<file path="config.mk">
export PLATFORM = sky130hd
export DESIGN_NAME = hazard_scoreboard
export DESIGN_NICKNAME = d
export VERILOG_FILES = /design/src/rtl/hazard_scoreboard.sv
export SDC_FILE = /design/constraint.sdc
export NUM_CORES = 1
export LEC_CHECK = 0
export ABC_AREA = 1
export BUFFER_PORTS_ARGS = -buffer_cell sky130_fd_sc_hd__clkbuf_2
export CAP_MARGIN = 20
export CORE_MARGIN = 2
export CORE_UTILIZATION = 55
export DETAILED_ROUTE_END_ITERATION = 12
export GPL_ROUTABILITY_DRIVEN = 0
export PLACE_DENSITY = 0.84
export REMOVE_ABC_BUFFERS = 1
export SLEW_MARGIN = 25
export SYNTH_ARGS = -nofsm -noshare
export SYNTH_HDL_FRONTEND = slang
export SYNTH_SLANG_ARGS = --single-unit
</file>
<file path="constraint.sdc">
create_clock -name clk -period 2.4 [get_ports clk]
set_clock_uncertainty 0.15 [all_clocks]
set_input_delay 0.48 -clock clk [delete_from_list [all_inputs] [get_ports clk]]
set_output_delay 0.48 -clock clk [all_outputs]
set_load 0.05 [all_outputs]
</file>
<file path="src/rtl/hazard_scoreboard.sv">
// Forwarding/hazard scoreboard tracking in-flight instructions from EX (slot 1) to WB (slot DEPTH).
// Optional build macro HZD_ZERO_REG_EN: register 0 never matches, so it is never forwarded or stalled on.
module hazard_scoreboard #(
    parameter int REG_ADDR_W = 3,
    parameter int DEPTH      = 3,
    parameter int LOAD_STAGE = 2,
    parameter int CNT_W      = 16,
    localparam int FW        = $clog2(DEPTH + 1)
) (
    input  logic                  clk,
    input  logic                  reset,
    input  logic                  id_valid,
    input  logic [REG_ADDR_W-1:0] id_rs1,
    input  logic [REG_ADDR_W-1:0] id_rs2,
    input  logic                  id_use_rs1,
    input  logic                  id_use_rs2,
    input  logic [REG_ADDR_W-1:0] id_rd,
    input  logic                  id_regwr,
    input  logic                  id_memrd,
    input  logic                  flush,
    input  logic                  mem_wait,
    input  logic                  cnt_clr,
    output logic                  stall,
    output logic [FW-1:0]         fwd_a,
    output logic [FW-1:0]         fwd_b,
    output logic [CNT_W-1:0]      stall_cnt
);

    logic [DEPTH:1]          slot_valid;
    logic [DEPTH:1]          slot_regwr;
    logic [DEPTH:1]          slot_memrd;
    logic [REG_ADDR_W-1:0]   slot_rd [1:DEPTH];

    logic [DEPTH:1]          hit_a;
    logic [DEPTH:1]          hit_b;
    logic                    src_ok_a;
    logic                    src_ok_b;
    logic [FW-1:0]           sel_a;
    logic [FW-1:0]           sel_b;
    logic                    haz_a;
    logic                    haz_b;
    logic                    load_use;
    logic                    issue;

`ifdef HZD_ZERO_REG_EN
    assign src_ok_a = (id_rs1 != '0);
    assign src_ok_b = (id_rs2 != '0);
`else
    assign src_ok_a = 1'b1;
    assign src_ok_b = 1'b1;
`endif

    always_comb begin
        hit_a = '0;
        hit_b = '0;
        for (int k = 1; k <= DEPTH; k++) begin
            hit_a[k] = slot_valid[k] & slot_regwr[k] & id_use_rs1 & src_ok_a & (slot_rd[k] == id_rs1);
            hit_b[k] = slot_valid[k] & slot_regwr[k] & id_use_rs2 & src_ok_b & (slot_rd[k] == id_rs2);
        end
    end

    // Scan oldest to youngest so the youngest match overwrites; only its memrd decides the hazard.
    always_comb begin
        sel_a = '0;
        sel_b = '0;
        haz_a = 1'b0;
        haz_b = 1'b0;
        for (int k = DEPTH; k >= 1; k--) begin
            if (hit_a[k]) begin
                sel_a = FW'(k);
                haz_a = slot_memrd[k] && (k < LOAD_STAGE);
            end
            if (hit_b[k]) begin
                sel_b = FW'(k);
                haz_b = slot_memrd[k] && (k < LOAD_STAGE);
            end
        end
    end

    assign load_use = haz_a | haz_b;
    assign fwd_a    = load_use ? '0 : sel_a;
    assign fwd_b    = load_use ? '0 : sel_b;
    assign stall    = mem_wait | (load_use & id_valid & ~flush);
    assign issue    = id_valid & ~flush & ~load_use;

    always_ff @(posedge clk or posedge reset) begin
        if (reset) begin
            slot_valid <= '0;
            slot_regwr <= '0;
            slot_memrd <= '0;
            for (int k = 1; k <= DEPTH; k++) begin
                slot_rd[k] <= '0;
            end
        end else if (!mem_wait) begin
            for (int k = DEPTH; k >= 2; k--) begin
                slot_valid[k] <= slot_valid[k-1];
                slot_regwr[k] <= slot_regwr[k-1];
                slot_memrd[k] <= slot_memrd[k-1];
                slot_rd[k]    <= slot_rd[k-1];
            end
            slot_valid[1] <= issue;
            slot_regwr[1] <= id_regwr;
            slot_memrd[1] <= id_memrd;
            slot_rd[1]    <= id_rd;
        end
    end

    // Clear has priority over a same-cycle stall; the counter sticks at all-ones.
    always_ff @(posedge clk or posedge reset) begin
        if (reset) begin
            stall_cnt <= '0;
        end else if (cnt_clr) begin
            stall_cnt <= '0;
        end else if (stall && (stall_cnt != '1)) begin
            stall_cnt <= stall_cnt + 1'b1;
        end
    end

endmodule
</file>
# Word-level counts from Yosys, hierarchy flattened

Index checks and enable logic that the tools add are counted.

Register bits: 32
Logic and storage cells: 52
Input port bits: 19
Output and inout port bits: 21

Reduce and logical (&&, ||, !) cells: 2
$add $sub $neg: 1
Bitwise operators: 23
Muxes and demuxes: 12
Eq/ne operators: 7

Operators by type and width:

| cell                                                             | number |
|---|---|
| 16-bit two-way mux                                               | 2 |
| 1-bit AND                                                        | 19 |
| 3-bit == test                                                    | 6 |
| 16-bit by 1-bit adder with 16-bit output (second input constant) | 1 |
| 2-bit two-way mux                                                | 8 |
| 16-bit != test (second input constant)                           | 1 |
| 1-bit two-way mux                                                | 2 |
| 1-bit inverter                                                   | 2 |
| 1-bit bitwise OR                                                 | 2 |
| 2-bit nonzero test                                               | 1 |
| 1-bit logical AND                                                | 1 |

# Depth between registers and ports, before layout

Depth in word-level cells: 11
Depth in mapped cells: 12
Mapped depth without buffers: 11

# Least setup slack after synthesis

OpenSTA, ideal clock, no wires.

Kind: input to output
Start point: in id_rs2[1]
End point: out fwd_a[1]
Buffers on the path: 0
Arrival: 1.740 ns
Setup slack: 0.030 ns
Stages: 9
Data required time: 1.770 ns
Path through: inv_1 > nand2_1 > nand2_1 > nor2_1 > nand2_1 > nand2_1 > nand2_1 > nand2_1 > a21oi_1

Word-level cells in the longest chain between the ends: 5

RTL lines:

| element            | line | text |
|---|---|---|
| start: declaration | 14   | `input logic [REG_ADDR_W-1:0] id_rs2,` |
| 3-bit == test      | 58   | `hit_b[k] = slot_valid[k] & slot_regwr[k] & id_use_rs2 & src_ok_b & (slot_rd[k] == id_rs2);` |
| 1-bit AND          | 58   |  |
| 1-bit two-way mux  | 73   | `if (hit_b[k]) begin` |
| 1-bit bitwise OR   | 80   | `assign load_use = haz_a \| haz_b;` |
| 2-bit two-way mux  | 81   | `assign fwd_a = load_use ? '0 : sel_a;` |
| end: declaration   | 24   | `output logic [FW-1:0] fwd_a,` |

Every way passes these cells.

# Worst setup path after layout

Start point: reg slot_rd[4] (netlist bit)
End point: out fwd_a[0]

Word-level cells in the longest chain between the ends: 5

RTL lines:

| element                          | line | text |
|---|---|---|
| start: declaration               | 32   | `logic [REG_ADDR_W-1:0] slot_rd [1:DEPTH];` |
| start signal: indexed assignment | 99   | `slot_rd[k] <= slot_rd[k-1];` |
| 3-bit == test                    | 57   | `hit_a[k] = slot_valid[k] & slot_regwr[k] & id_use_rs1 & src_ok_a & (slot_rd[k] == id_rs1);` |
| 1-bit AND                        | 57   |  |
| 2-bit two-way mux (2 in a row)   | 69   | `if (hit_a[k]) begin` |
| 2-bit two-way mux                | 81   |  |

Every way passes these cells.

==> flow_summary.ini <==
[grt]
grt_pass1_vias = 1718
grt_max_degree = 33
grt_pass1_wl_um = 7530
track_usage_pct = 23.1
use_met3_pct = 5.48
use_met2_pct = 39.0
grt_antenna_before_repair = 0
grt-ovfl-total = 0
use_met1_pct = 28.9
busiest_layer = met2

[cells_and_area]
seqCellArea_um2 = 801
nets = 350
drive_above_1_share_pct = 18.5
area_growth_pct = 17.4
insertedDiodeCount = 0
final_cells = 378
fillers = 342
utilization_pct = 66.4
multi_input_area_um2 = 1080

[clock_network]
htreeDepth = 2
clock_latency_ns = 0.28
cts_buffer_depth = 2
cts_inserted_buffers = 5
post-cts-setup-buffers = 0
clk_pin_slew_ns = 0.06
hold_buffers = 0
cts.sinks = 32
cts_tree = done
root_buffer = clkbuf_8

[setup_path]
endpoint_kind = primary output
required_ns = 1.77
path_cells = xor2_1, nor3b_1, nand3_1, nand2_1, nand2_1, nand2_1, inv_1, buf_2
critPathArrivalTime_ns = 1.70
crit_family = simple AND/OR/NAND/NOR gates
slowest_delay_ns = 0.43
cp_num_buf_inv = 2
cpMaxStageDelayCell = dfrtp_1
cp-start-kind = flip-flop
critPathKind = flip-flop to primary output
cpMostUsedCell = nand2_1
path_max_fanout = 5

[drt]
drc = 0
viasPerCell = 5.16
drt-total-wl_um = 4520
drtAntennaViolNets = 0
drt_iter0_markers = 87
num_vias = 1949
avgRoutedWirePerCell_um = 12.0
dr.pass1.iters = 4

[floorplan]
die_x_um = 65.1
die-area_um2 = 4240
die_y_um = 65.1
core_um2 = 3630
ioPinCount = 40
initial_utilization_pct = 56.5
std_cell_rows = 22

[min_path]
hold_path.class = input pin to asynchronous set/reset pin

[job]
max_cap_viol_count = 0

[sta]
finalMaxSlewViolations = 0
setup_viol_count_final = 0
hold_viol = 0
period_needed_ns = 2.33
fmax_mhz = 428
fin_crit_sh_pct = 97.2
whs_ns = 0.0982
timing.slew.headroom_pct = 73.9
max_slew.worst_pin.slew_ns = 0.391

[synth]
netlist_instances = 288
syn-cell-area_um2 = 2050
ys_seq_area_share_pct = 39.0
yosysWarnings = 0
synth.area.top_cells = dfrtp_1 (39%), nand2_1 (18%), nand3_1 (6.8%)
yosysTopAreaCell = dfrtp_1
yosys.cell_types.count = 24
synth_top_cell_area_share_pct = 39.0
avgSynthCellArea_um2 = 7.13
synth-seq-cells = 32

[placed_design]
dp.cells = 371
io_buffers = 39
dpl.hpwl_um = 3330

[pwr]
p_per_area_nw_per_um2 = 507
p_leak_nw = 1.38
ir_drop_v = 0.000315

[run_status]
status = finished, final reports clean
## cell usage after synthesis
cell,n
a21oi_1,2
buf_1,2
buf_2,2
buf_6,1
clkbuf_1,4
dfrtp_1,32
ha_1,1
inv_1,35
nand2_1,97
nand2_2,2
nand2_4,1
nand3_1,28
nand3_2,1
nand4_1,18
nand4_4,1
nor2_1,19
nor2_2,1
nor2_4,2
nor3_1,3
nor3b_1,1
o21ai_0,12
o21bai_1,1
xnor2_1,8
xor2_1,14
## final timing paths
path                       slack (ns)  cells past startpoint             to          start
setup / recovery                 0.07                      8       fwd_a[0]     slot_rd[4]
hold reg to reg                  0.36                      2  slot_valid[3]  slot_valid[2]
hold / removal                    0.1                      3     slot_rd[1]          reset
setup reg to reg                 0.32                      9   stall_cnt[6]   stall_cnt[0]
max in group asynchronous        1.72                      3   stall_cnt[8]          reset
min in group clk                 0.25                      3  slot_memrd[1]       id_memrd
## per-stage QoR
step / setup TNS [ns] / cell area (µm²) / setup WS [ns] / total power [mW]
after floorplan: 0 / 2010 / 0.0298 / 0.724
after global placement: 0 / 2300 / 0.224 / 0.789
after detailed placement: 0 / 2300 / 0.155 / 0.792
after CTS: 0 / 2400 / 0.0149 / 1.24
after global routing: -0.0140 / 2410 / -0.0140 / 1.30
final: 0 / 2410 / 0.0661 / 1.22
## routing by layer
layer	routed length (µm)	part of all wire (%)
met2	2200	49
met5	0	0
met1	2050	45
met3	194	4.3
met4	76	1.7
## report_power, final
group          leakage (nW)  internal (mW)  switching [mW]  total (mW)
clock                0.0503          0.255           0.183       0.438
sequential            0.422          0.572          0.0327       0.604
combinational         0.903         0.0646           0.115       0.180
## layout make-up
cell class                      count  share of cell area (%)
Multi-Input combinational cell    212                    45.0
Clock buffer                        7                    4.00
Sequential cell                    32                    33.2
Timing Repair Buffer               44                    9.86
Tap cell                           48                    2.49
Inverter                           35                    5.45
## cell usage in the layout, fill, tap and decap left out, types with 2 or more instances in the layout
cell / netlist / routed
a21oi_1: 2 / 2
buf_2: 2 / 2
buf_4: 0 / 7
clkbuf_2: 0 / 35
clkbuf_8: 0 / 7
dfrtp_1: 32 / 32
inv_1: 35 / 35
nand2_1: 97 / 96
nand2_2: 2 / 3
nand3_1: 28 / 28
nand4_1: 18 / 18
nor2_1: 19 / 19
nor2_4: 2 / 2
nor3_1: 3 / 2
o21ai_0: 12 / 12
xnor2_1: 8 / 8
xor2_1: 14 / 14
## state kept, by name, summed over array words and instances, names as in the netlist
| name | flops |
|---|---|
| stall_cnt | 16 |
| slot_rd | 9 |
| slot_regwr | 3 |
| slot_valid | 3 |
| slot_memrd | 1 |
## repair_timing
action                                  CTS  global route
pin swaps                                 0             0
endpoints found under the hold margin     0             0
endpoints found under the setup margin    1             4
gates resized for setup                   1             8
cloned                                    0             0
## cell families (layout without fill, tap and decap cells)
logic type                 after synthesis  count (layout)  share of synthesized area (%)
and+or+nand+nor                        174             174                           38.7
AOI/OAI and AO/OA                       15              15                           3.78
DFF                                     32              32                           39.0
adders and majority gates                1               1                          0.609
buffers and inverters                   44              86                           8.53
xor gates and xnor gates                22              22                           9.38
## worst min-delay path, delay by kind of cell
kind	cells	cell delay (ns)
buf+inv	3	0.47
No activity file was read; power rests on OpenSTA's default activity.
